[src/rtl/spi_master_pingpong_if.sv]
// Frame-request and ping-pong RAM port bundle for spi_master_pingpong.
// The master modport is the SPI master's side; the slave modport is the system/RAM side.
interface spi_master_pingpong_if #(
  parameter int ADDR_W = 7
);
  logic              start;
  logic [ADDR_W:0]   len;
  logic              busy;
  logic              done;
  logic              ready_tx;
  logic [ADDR_W-1:0] rd_addr;
  logic [7:0]        rd_data;
  logic              finish_tx;
  logic [ADDR_W-1:0] wr_addr;
  logic [7:0]        wr_data;
  logic              wr_en;
  logic              finish_rx;

  modport master (
    input  start, len, ready_tx, rd_data,
    output busy, done, rd_addr, finish_tx, wr_addr, wr_data, wr_en, finish_rx
  );

  modport slave (
    output start, len, ready_tx, rd_data,
    input  busy, done, rd_addr, finish_tx, wr_addr, wr_data, wr_en, finish_rx
  );
endinterface

[src/rtl/spi_master_pingpong.sv]
// SPI mode-0 master, MSB first: one ssel window per frame of len bytes,
// TX bytes from a ping-pong read port, RX bytes to a ping-pong write port.
module spi_master_pingpong #(
  parameter int CLK_DIV = 4,
  parameter int ADDR_W  = 7
) (
  input  logic                  clk,
  input  logic                  rst_n,
  spi_master_pingpong_if.master bus,
  output logic                  sck,
  output logic                  mosi,
  input  logic                  miso,
  output logic                  ssel
);
  localparam int DIV_W = $clog2(CLK_DIV);

  typedef enum logic [2:0] {IDLE, FETCH, LOAD, XFER, HOLD, GAP} state_t;

  state_t           state;
  logic [DIV_W-1:0] div;
  logic [2:0]       bit_cnt;
  logic [ADDR_W:0]  len_q;
  logic [ADDR_W:0]  byte_cnt;
  logic             tx_valid;
  logic [7:0]       tx_sh;
  logic [7:0]       rx_sh;
  logic [1:0]       miso_s;
  logic             tick;
  logic             last_byte;

  assign tick      = (div == DIV_W'(CLK_DIV - 1));
  assign last_byte = (byte_cnt == len_q - 1'b1);
  assign mosi      = tx_sh[7];

  always_ff @(posedge clk or negedge rst_n) begin
    if (!rst_n) begin
      state         <= IDLE;
      div           <= '0;
      bit_cnt       <= '0;
      len_q         <= '0;
      byte_cnt      <= '0;
      tx_valid      <= 1'b0;
      tx_sh         <= '0;
      rx_sh         <= '0;
      miso_s        <= '0;
      sck           <= 1'b0;
      ssel          <= 1'b1;
      bus.busy      <= 1'b0;
      bus.done      <= 1'b0;
      bus.finish_tx <= 1'b0;
      bus.finish_rx <= 1'b0;
      bus.rd_addr   <= '0;
      bus.wr_addr   <= '0;
      bus.wr_data   <= '0;
      bus.wr_en     <= 1'b0;
    end else begin
      miso_s        <= {miso_s[0], miso};
      bus.done      <= 1'b0;
      bus.finish_tx <= 1'b0;
      bus.finish_rx <= 1'b0;
      bus.wr_en     <= 1'b0;
      // Write address advances the cycle after each strobe so it names the byte just written.
      if (bus.wr_en) bus.wr_addr <= bus.wr_addr + 1'b1;

      case (state)
        IDLE: begin
          if (bus.start && bus.len != '0) begin
            len_q       <= bus.len;
            tx_valid    <= bus.ready_tx;
            bus.rd_addr <= '0;
            bus.wr_addr <= '0;
            byte_cnt    <= '0;
            bit_cnt     <= '0;
            bus.busy    <= 1'b1;
            state       <= FETCH;
          end
        end
        FETCH: state <= LOAD;
        LOAD: begin
          tx_sh       <= tx_valid ? bus.rd_data : '0;
          bus.rd_addr <= bus.rd_addr + 1'b1;
          ssel        <= 1'b0;
          div         <= '0;
          state       <= XFER;
        end
        XFER: begin
          div <= tick ? '0 : div + 1'b1;
          if (tick) begin
            sck <= ~sck;
            if (!sck) begin
              rx_sh <= {rx_sh[6:0], miso_s[1]};
              if (bit_cnt == 3'd7) begin
                bus.wr_en   <= 1'b1;
                bus.wr_data <= {rx_sh[6:0], miso_s[1]};
              end
            end else if (bit_cnt != 3'd7) begin
              tx_sh   <= {tx_sh[6:0], 1'b0};
              bit_cnt <= bit_cnt + 1'b1;
            end else begin
              bit_cnt <= '0;
              if (last_byte) begin
                state <= HOLD;
              end else begin
                // Next byte was prefetched a full byte-time ago, so rd_data is settled here.
                tx_sh       <= tx_valid ? bus.rd_data : '0;
                bus.rd_addr <= bus.rd_addr + 1'b1;
                byte_cnt    <= byte_cnt + 1'b1;
              end
            end
          end
        end
        HOLD: begin
          div <= tick ? '0 : div + 1'b1;
          if (tick) begin
            ssel          <= 1'b1;
            tx_sh         <= '0;
            bus.done      <= 1'b1;
            bus.finish_rx <= 1'b1;
            bus.finish_tx <= tx_valid;
            state         <= GAP;
          end
        end
        GAP: begin
          div <= tick ? '0 : div + 1'b1;
          if (tick) begin
            bus.busy <= 1'b0;
            state    <= IDLE;
          end
        end
        default: state <= IDLE;
      endcase
    end
  end
endmodule

[src/flat_wrapper.sv]
// flat-port wrapper written by rule: the top's interface ports become plain ports
module spi_master_pingpong_flat 
#(
  parameter int CLK_DIV = 4,
  parameter int ADDR_W  = 7
)
  (clk, rst_n, sck, mosi, miso, ssel, bus_start, bus_len, bus_ready_tx, bus_rd_data, bus_busy, bus_done, bus_rd_addr, bus_finish_tx, bus_wr_addr, bus_wr_data, bus_wr_en, bus_finish_rx);
  spi_master_pingpong_if #(.ADDR_W(ADDR_W)) bus_i ();
  input  logic clk;
  input  logic rst_n;
  output logic sck;
  output logic mosi;
  input  logic miso;
  output logic ssel;
  input wire logic [$bits(bus_i.start)-1:0] bus_start;
  input wire logic [$bits(bus_i.len)-1:0] bus_len;
  input wire logic [$bits(bus_i.ready_tx)-1:0] bus_ready_tx;
  input wire logic [$bits(bus_i.rd_data)-1:0] bus_rd_data;
  output wire logic [$bits(bus_i.busy)-1:0] bus_busy;
  output wire logic [$bits(bus_i.done)-1:0] bus_done;
  output wire logic [$bits(bus_i.rd_addr)-1:0] bus_rd_addr;
  output wire logic [$bits(bus_i.finish_tx)-1:0] bus_finish_tx;
  output wire logic [$bits(bus_i.wr_addr)-1:0] bus_wr_addr;
  output wire logic [$bits(bus_i.wr_data)-1:0] bus_wr_data;
  output wire logic [$bits(bus_i.wr_en)-1:0] bus_wr_en;
  output wire logic [$bits(bus_i.finish_rx)-1:0] bus_finish_rx;
  assign bus_i.start = bus_start;
  assign bus_i.len = bus_len;
  assign bus_i.ready_tx = bus_ready_tx;
  assign bus_i.rd_data = bus_rd_data;
  assign bus_busy = bus_i.busy;
  assign bus_done = bus_i.done;
  assign bus_rd_addr = bus_i.rd_addr;
  assign bus_finish_tx = bus_i.finish_tx;
  assign bus_wr_addr = bus_i.wr_addr;
  assign bus_wr_data = bus_i.wr_data;
  assign bus_wr_en = bus_i.wr_en;
  assign bus_finish_rx = bus_i.finish_rx;
  spi_master_pingpong #(.CLK_DIV(CLK_DIV), .ADDR_W(ADDR_W)) u_core (.clk(clk), .rst_n(rst_n), .bus(bus_i), .sck(sck), .mosi(mosi), .miso(miso), .ssel(ssel));
endmodule
[config.mk]
export PLATFORM = sky130hd
export DESIGN_NAME = spi_master_pingpong_flat
export DESIGN_NICKNAME = d
export VERILOG_FILES = /design/src/rtl/spi_master_pingpong_if.sv /design/src/rtl/spi_master_pingpong.sv /design/src/flat_wrapper.sv
export SDC_FILE = /design/constraint.sdc
export NUM_CORES = 1
export LEC_CHECK = 0
export BUFFER_PORTS_ARGS = -buffer_cell sky130_fd_sc_hd__buf_2
export CORE_ASPECT_RATIO = 1.1
export CORE_UTILIZATION = 55
export CTS_CLUSTER_DIAMETER = 40
export DETAILED_ROUTE_END_ITERATION = 12
export GPL_TIMING_DRIVEN = 0
export PLACE_DENSITY = 0.77
export SLEW_MARGIN = 20
export SYNTH_ARGS = -nofsm -noshare
export SYNTH_HDL_FRONTEND = slang
export SYNTH_SLANG_ARGS = --single-unit
[constraint.sdc]
create_clock -name clk -period 5.77 [get_ports clk]
set_clock_uncertainty 0.1 [all_clocks]
set_input_delay 0 -clock clk [delete_from_list [all_inputs] [get_ports clk]]
set_output_delay 0 -clock clk [all_outputs]
set_load 0.05 [all_outputs]
* Yosys cells after proc, flatten, opt, wreduce, memory -nomap -nowiden
Index checks and enable logic that the tools add are counted.
** Operators by class
- Add/subtract/negate cells :: 6
- Multipliers :: 0
- Div/mod/pow operators :: 0
- $lt $le $gt $ge :: 0
- Eq/ne operators :: 18
- Shift-type cells :: 0
- Mux-type cells :: 50
- Bitwise gates (word level) :: 1
- Reductions and logical operators :: 21
** Operators with widths (number)
- 2-to-1 mux 8 bit :: 11
- 2-to-1 mux 7 bit :: 8
- 2-to-1 mux 3 bit :: 11
- case mux 8 bit (3 select lines) :: 1
- case mux 7 bit (3 select lines) :: 1
- case mux 3 bit (6 select lines) :: 1
- case mux 8 bit (2 select lines) :: 1
- adder 7 x 1 -> 7 bit, second input constant :: 2
- inequality test 2 x 1 -> 1 bit, second input constant :: 6
- AND reduction 6 bit :: 2
- 2-to-1 mux 1 bit :: 11
- equality test 3 bit, second input constant :: 3
- adder 8 x 1 -> 8 bit, second input constant :: 1
- equality test 8 bit :: 1
- AND reduction 4 bit :: 2
- nonzero test 2 bit :: 4
- nonzero test 8 bit :: 1
- subtractor 8 x 1 -> 8 bit, second input constant :: 1
- AND reduction 7 bit :: 1
- equality test 3 x 2 -> 1 bit, second input constant :: 2
- inequality test 3 bit, second input constant :: 2
- case mux 3 bit (2 select lines) :: 1
- AND reduction 2 bit :: 3
- AND reduction 3 bit :: 2
- other kinds (14) :: 17
** Word-level totals
- Register bits :: 70
- Bits in latches :: 0
- Memory bits (writable) :: 0
- Memory bits (read-only) :: 0
- Bits of input ports :: 21
- Output and inout port bits :: 30
- Logic and storage cells :: 114
- Memories :: 0

* Longest topological paths before layout
Gate-level depths: netlist (run 1).
- Word-level depth :: 7
- Depth in mapped cells :: 10
- Mapped depth without buffers :: 9

* Worst setup path after synthesis (run 1)
Ideal clock, no wire load.
- Path kind :: register to register
- From :: register u_core.len_q[0]
- To :: register u_core.tx_sh[6]
- Library setup time :: 0.128 ns
- Arrival time :: 2.169 ns
- Required time :: 5.542 ns
- Slack :: 3.374 ns
- Stages on the path, launching flop included :: 10
- Buffers on the path :: 0
- Clock period less this slack :: 2.396 ns
- Cell sequence :: dfrtp_1 inv_1 ha_1 nor2b_1 or3_1 a31oi_1 nor3b_2 and2_4 a31oi_4 mux2_1
** On the way
- Cells in the longest elaborated chain, start to end :: 4
** RTL lines
- start, declared :: line spi_master_pingpong.sv:22 : logic [ADDR_W:0] len_q;
- start signal, assigned :: line spi_master_pingpong.sv:68 : len_q <= bus.len;
- subtractor 8 x 1 -> 8 bit :: line spi_master_pingpong.sv:32 : assign last_byte = (byte_cnt == len_q - 1'b1);
- equality test 8 bit :: line spi_master_pingpong.sv:32
- inequality test 3 bit (no line)
- AND reduction 5 bit (no line)
- end signal, assigned :: line spi_master_pingpong.sv:80 : tx_sh <= tx_valid ? bus.rd_data : '0;
- end signal, assigned :: line spi_master_pingpong.sv:97 : tx_sh <= {tx_sh[6:0], 1'b0};
- end signal, assigned :: line spi_master_pingpong.sv:105 : tx_sh <= tx_valid ? bus.rd_data : '0;
- end, declared :: line spi_master_pingpong.sv:25 : logic [7:0] tx_sh;
No other way between the ends.
A chain may end at the register's enable or synchronous reset.

* Worst setup path after layout (run 1)
Ends and elaborated chain as after synthesis.

==> results.md, run 1 <==
- Area Overhead vs Synth: 22.8%
- Most used DFF post-synth: dfrtp_1
- RSZ-0062 raised after global routing: no
- # DRC: 0
- Number of fill cells in the layout: 467
- Final Max Slew Viols: 0
- Switching Power: 0.209 mW
- Comb pwr share: 3.6%
- Reg power frac: 53.0%
- FMAX: 369 MHz
- Mapped Area: 3490 um^2
- Crit path DAT: 2.85 ns
- Vias in the first global route: 2737
- Router iterations before antenna repair: 4
- Clk_lat worst skew: 0.35 ns
- Syn avg cell area: 10.4 um^2
- DP HPWL: 4900 um
- Post-placement cell area: 3870 um^2
- GPL Wtd Cong: 0.806
- Max clock buf depth: 2
- CP endpoint kind: flip-flop
- All-Layer GR Usage: 24.2%
- Critical Path RT: 5.91 ns
- CTS tree: built
- Sw frac: 22.4%
- Htree depth: 3
- Post-synth EDFFs: 0
- Crit path cell chain: inv_1, ha_1, nor2b_1, or3_1, a31oi_1, nor3b_2, and2_4, a31oi_4, mux2_1
- Die area: 6670 um^2
- Worst Setup SP: u_core.len_q[0]
- Share of cells above drive strength 1: 25.0%
- Routed WL: 7360 um
- Cts bufs inserted: 9
- Final nets: 447
- Worst r2r src: u_core.len_q[0]
- Hold Path Class: in2async
- Cells after Synth: 336
- First-pass GRT wire length: 12600 um
- Worst setup path endpoint: u_core.tx_sh[6]
- # rows: 30
- CP max FO: 8
- YS warnings: 0
- I/O Pins: 51
- PwrDens: 218 nW/um^2
- Worst Setup Start Kind: flip-flop
- Sequential area share after synthesis: 50.2%
- Int Power: 0.725 mW
- Outcome: finished, final reports clean
- Diode count: 0
- Multi-input gate area: 1630 um^2
- Top cells by area, synth: dfrtp_1 (49%), mux2_2 (7.1%), nand2_1 (4.5%), o21ai_0 (2.7%), nor2_1 (2.7%)
- Seq. cell area: 1750 um^2
- Horiz. Die Dim: 78.0 um
- Yosys reg bits: 70
- Clk slew on worst S/H paths: 0.08 ns
- Starting Density: 56.7%
- Wire per inst: 14.6 um
- Sink Count: 70
- Via density: 5.59
- Chip height: 85.6 um
- Initial antenna violation count: 0
- Mapped Nets: 364
- Worst r2r path cells: 9
- Period minus WS final: 2.71 ns
- Share of the synthesized area in the top cell type: 49.4%
- Max IR drop VDD: 0.148 mV
- Largest net degree at the start of global routing: 52
- Cell taking the most area after synthesis: dfrtp_1
- Yosys cell types: 55
- Most frequent cell after synthesis: dfrtp_1
- Max cap viols: 0
- Final hold vios: 0
- CTS Root Cell: clkbuf_8
- 1st-iter DRT viols: 203
- DR vias: 2819
- Slew Limit Headroom: 41.4%
- Worst-Margin Slew: 0.877 ns
- Critical R2R Capture: u_core.tx_sh[6]
- Core area: 6160 um^2
- Kind of critical path: reg2reg
- Final period util: 47.0%
- Worst hold margin: 0.0637 ns
- Critical-path cell with the highest stage delay: dfrtp_1
- R2R setup slack: 3.06 ns
- Setup TNS: 0 ns
- Post-route ant nets: 0
- PortBufs: 50
- Total gr overflow: 0
- Leakage: 2.03 nW
- Worst stage delay on the critical path: 0.40 ns
- Post-synth top cells: dfrtp_1 (69), nand2_1 (42), nor2_1 (25)
- Setup violations, final: 0
- Clock share of power: 43.4%
- Post-CTS Setup Bufs: 0
- Final instance area: 4290 um^2
- Asr flop ratio synth: 100%
==> placed cells by master (no fill, tap or decap), types with 8 or more instances in the layout <==
cell,synthesis,final
a21oi_1,18,18
a22o_1,9,9
buf_2,1,50
clkbuf_1,10,10
clkbuf_8,0,10
dfrtp_1,69,69
dlygate4sd3_1,0,21
inv_1,9,9
mux2_2,22,22
nand2_1,42,42
nand3_1,13,13
nor2_1,25,25
o21ai_0,19,19
xnor2_1,8,8
xor2_1,8,8
==> cell families after synthesis <==
kind of cell,after synthesis,share of synthesized area (%)
muxes,26,8.27
AOI/OAI and AO/OA,69,13.6
DFF,70,50.2
adders and majority gates,7,2.51
xor gates and xnor gates,16,4.01
buffers and inverters,24,3.15
and+or+nand+nor,124,18.3
==> worst max-delay path, delay by kind of cell (launching register included) <==
kind            cells  cell delay (ns)
flops               1             0.40
compound gates      2             0.42
simple gates        4             0.97
buf+inv             1             0.07
fa+ha+maj           1             0.28
mux                 1             0.35
==> worst min-delay path by stage <==
| stage | to | cells past startpoint | startpoint | slack (ns) |
|---|---|---|---|---|
| floorplan | u_core.bit_cnt[0] | 0 | rst_n | -0.40 |
| global placement | u_core.miso_s[0] | 1 | miso | 0.01 |
| detailed placement | u_core.bus.wr_addr[6] | 1 | rst_n | -0.19 |
| CTS | u_core.bus.wr_addr[5] | 3 | rst_n | 0.08 |
| global route | u_core.bus.wr_addr[5] | 3 | rst_n | 0.10 |
| finish | u_core.bus.wr_addr[3] | 3 | rst_n | 0.06 |
==> routing by layer <==
metal  share of wire, %  vias to the layer above  track usage [%]
li1                   -                     1374                -
met1                 45                     1378             31.6
met2                 50                       49             38.9
met3                3.2                       18             4.47
met4                2.6                        0             12.3
met5                  0                        -                0
==> stage by stage <==
stage / util (%) / power (mW) / std cells / setup WS [ns]
after detailed placement: 62.9 / 0.528 / 467 / 3.11
after global routing: 69.7 / 0.966 / 504 / 2.95
after global placement: 62.4 / 0.525 / 466 / 3.15
after CTS: 69.7 / 0.944 / 504 / 3.10
after floorplan: - / 0.507 / 336 / 3.37
final: 69.7 / 0.934 / 504 / 3.06
==> power by group through the flow <==
| stage | clock [mW] | combinational [mW] | sequential [mW] |
|---|---|---|---|
| after floorplan | 0 | 0.00257 | 0.504 |
| after global placement | 0 | 0.0203 | 0.504 |
| after detailed placement | 0 | 0.0235 | 0.505 |
| after CTS | 0.414 | 0.0344 | 0.495 |
| after global routing | 0.433 | 0.0377 | 0.495 |
| final | 0.405 | 0.0338 | 0.495 |
==> repair_timing <==
| item | 4_1_cts | 5_1_grt |
|---|---|---|
| resized for setup | 0 | 0 |
| hold buffers | 21 | 0 |
| hold endpoints to repair | 88 | 0 |
==> final cells by class <==
class                           instances  share of cell area [%]
Sequential cell                        70                    40.9
Multi-Input combinational cell        242                    38.0
Timing Repair Buffer                   72                    11.4
Clock buffer                           10                    3.21
Tap cell                               80                    2.33
Buffer                                 15                    1.78
Clock inverter                          6                    1.60
Inverter                                9                   0.787
==> registers in the layout (all words and copies together), names as in the netlist, 2 cells and up <==
signal	flops
u_core.bit_cnt	3
u_core.bus.rd_addr	7
u_core.bus.wr_addr	7
u_core.bus.wr_data	8
u_core.byte_cnt	8
u_core.div	2
u_core.len_q	8
u_core.miso_s	2
u_core.rx_sh	7
u_core.state	3
u_core.tx_sh	8
No activity file was read; power rests on OpenSTA's default activity.
==> run 2: changes to the inputs <==
==> constraint.sdc (replaced) <==
create_clock -name clk -period 2.8 [get_ports clk]
set_clock_uncertainty 0.1 [all_clocks]
set_input_delay 0 -clock clk [delete_from_list [all_inputs] [get_ports clk]]
set_output_delay 0 -clock clk [all_outputs]
set_load 0.05 [all_outputs]
==> run 2 against run 1 <==
Against the previous run:
- routed wire length fell by 0.26%
- critical path depth did not move
- clock-buffer cell count did not move
==> results.md, run 2 (synthesis results as in run 1) <==
- Outcome: finished, final reports clean
- GPL Wtd Cong: 0.806 (unchanged)
- Setup TNS: 0 ns (unchanged)
- Wire per inst: 14.6 um (-0.26%)
- Core area: 6160 um^2 (unchanged)
- Worst r2r src: u_core.len_q[0]
- Starting Density: 56.7% (unchanged)
- Worst-Margin Slew: 0.897 ns (+0.0198 ns)
- Diode count: 0 (unchanged)
- Clk_lat worst skew: 0.35 ns (about the same)
- I/O Pins: 51 (unchanged)
- Worst Setup SP: u_core.len_q[0]
- Max clock buf depth: 2 (unchanged)
- Routed WL: 7350 um (-0.26%)
- Initial antenna violation count: 0 (unchanged)
- Die area: 6670 um^2 (unchanged)
- Final period util: 95.3% (+48 points)
- Hold Path Class: in2async
- Horiz. Die Dim: 78.0 um (unchanged)
- CP endpoint kind: flip-flop
- Worst Setup Start Kind: flip-flop
- RSZ-0062 raised after global routing: no
- Critical Path RT: 2.94 ns (-2.97 ns)
- Setup violations, final: 0 (unchanged)
- Chip height: 85.6 um (unchanged)
- CTS Root Cell: clkbuf_8
- Vias in the first global route: 2737 (unchanged)
- # DRC: 0 (unchanged)
- Area Overhead vs Synth: 23.0%
- Leakage: 2.03 nW (about the same)
- Router iterations before antenna repair: 4 (unchanged)
- Worst hold margin: 0.0646 ns (+0.000838 ns)
- DR vias: 2816 (-0.11%)
- Most frequent cells in the layout: dfrtp_1 (69), buf_2 (50), nand2_1 (42), nor2_1 (25), mux2_2 (22)
- Period minus WS final: 2.67 ns (-0.0423 ns)
- Final nets: 447 (unchanged)
- # rows: 30 (unchanged)
- Largest net degree at the start of global routing: 52 (unchanged)
- DP HPWL: 4900 um (unchanged)
- Final hold vios: 0 (unchanged)
- Post-route ant nets: 0 (unchanged)
- Final Max Slew Viols: 0 (unchanged)
- CTS tree: built
- All-Layer GR Usage: 24.2% (unchanged)
- Cts bufs inserted: 9 (unchanged)
- Post-CTS Setup Bufs: 0 (unchanged)
- Total gr overflow: 0 (unchanged)
- CP max FO: 8 (unchanged)
- 1st-iter DRT viols: 195 (-3.9%)
- Sink Count: 70 (unchanged)
- Share of cells above drive strength 1: 25.2% (+0.24 points)
- First-pass GRT wire length: 12600 um (unchanged)
- Worst setup margin: 0.132 ns (-2.93 ns)
- Crit path DAT: 2.81 ns (-0.04 ns)
- Htree depth: 3 (unchanged)
- Slew Limit Headroom: 40.0% (-1.3 points)
- Post-Place Worst Slack: 0.143 ns (-2.97 ns)
- PwrDens: 448 nW/um^2 (+110%)
- FMAX: 375 MHz (+1.6%)
- Clk slew on worst S/H paths: 0.08 ns (about the same)
- Kind of critical path: reg2reg
- PortBufs: 50 (unchanged)
- Via density: 5.59 (-0.11%)
- Max cap viols: 0 (unchanged)
- Most common cell after layout, fill and taps aside: dfrtp_1
- Max IR drop VDD: 0.306 mV (+110%)
run 2: cell counts in the layout (fill, tap and decap cells not counted):
Identical to the previous run, type by type.
run 2: what timing repair did:
action | CTS | global route
gates resized for setup | 0 | 1
endpoints found under the setup margin | 0 | 1
hold buffers | 21 | 0
hold endpoints to repair | 88 | 0
run 2: cell type report:
class,instances,area (um^2)
inverter,9,33.8
clock inverter,6,68.8
fill,467,1860
tap,80,100
multi-input combinational,242,1640
sequential,70,1750
buffer,15,76.3
timing repair buffer,72,490
clock buffer,10,138
run 2: through the flow:
| stage | std cells | instance area [um^2] | total power, mW | util, % |
|---|---|---|---|---|
| 2_1_floorplan | 336 | 3490 | 1.04 | - |
| 3_3_place_gp | 466 | 3840 | 1.08 | 62.4 |
| 3_5_place_dp | 467 | 3870 | 1.09 | 62.9 |
| 4_1_cts | 504 | 4290 | 1.94 | 69.7 |
| 5_1_grt | 504 | 4300 | 1.99 | 69.8 |
| 6_report | 504 | 4300 | 1.92 | 69.8 |
run 2: report_power, final:
group	switching (mW)	internal [mW]	leakage, nW
clock network	0.395	0.440	0.103
logic	0.0325	0.0373	1.06
registers	0.00388	1.02	0.865
total	0.431	1.49	2.03
run 2: worst paths after layout:
check	slack (ns)	cells past startpoint	endpoint
setup / recovery	0.13	9	u_core.tx_sh[6]
hold / removal	0.06	3	u_core.bus.wr_addr[3]
setup reg to reg	0.13	9	u_core.tx_sh[6]
hold reg to reg	0.26	0	u_core.miso_s[1]
max in group asynchronous	1.25	3	u_core.len_q[5]
min in group clk	0.20	2	u_core.miso_s[0]
run 2: worst max-delay path, cell delays in order (launching register included):
cell and delay, ns:
dfrtp_1 0.41, inv_1 0.08, ha_1 0.28, nor2b_1 0.16
or3_1 0.36, a31oi_2 0.21, nor3b_2 0.23, and2_4 0.22
a31oi_4 0.17, mux2_1 0.35
run 2: routing by layer:
| metal | up-vias | global-route usage, % | routed length [um] |
|---|---|---|---|
| li1 | 1373 | - | - |
| met1 | 1364 | 31.6 | 3240 |
| met2 | 61 | 38.9 | 3650 |
| met3 | 18 | 4.47 | 263 |
| met4 | 0 | 12.3 | 193 |
| met5 | - | 0 | 0 |
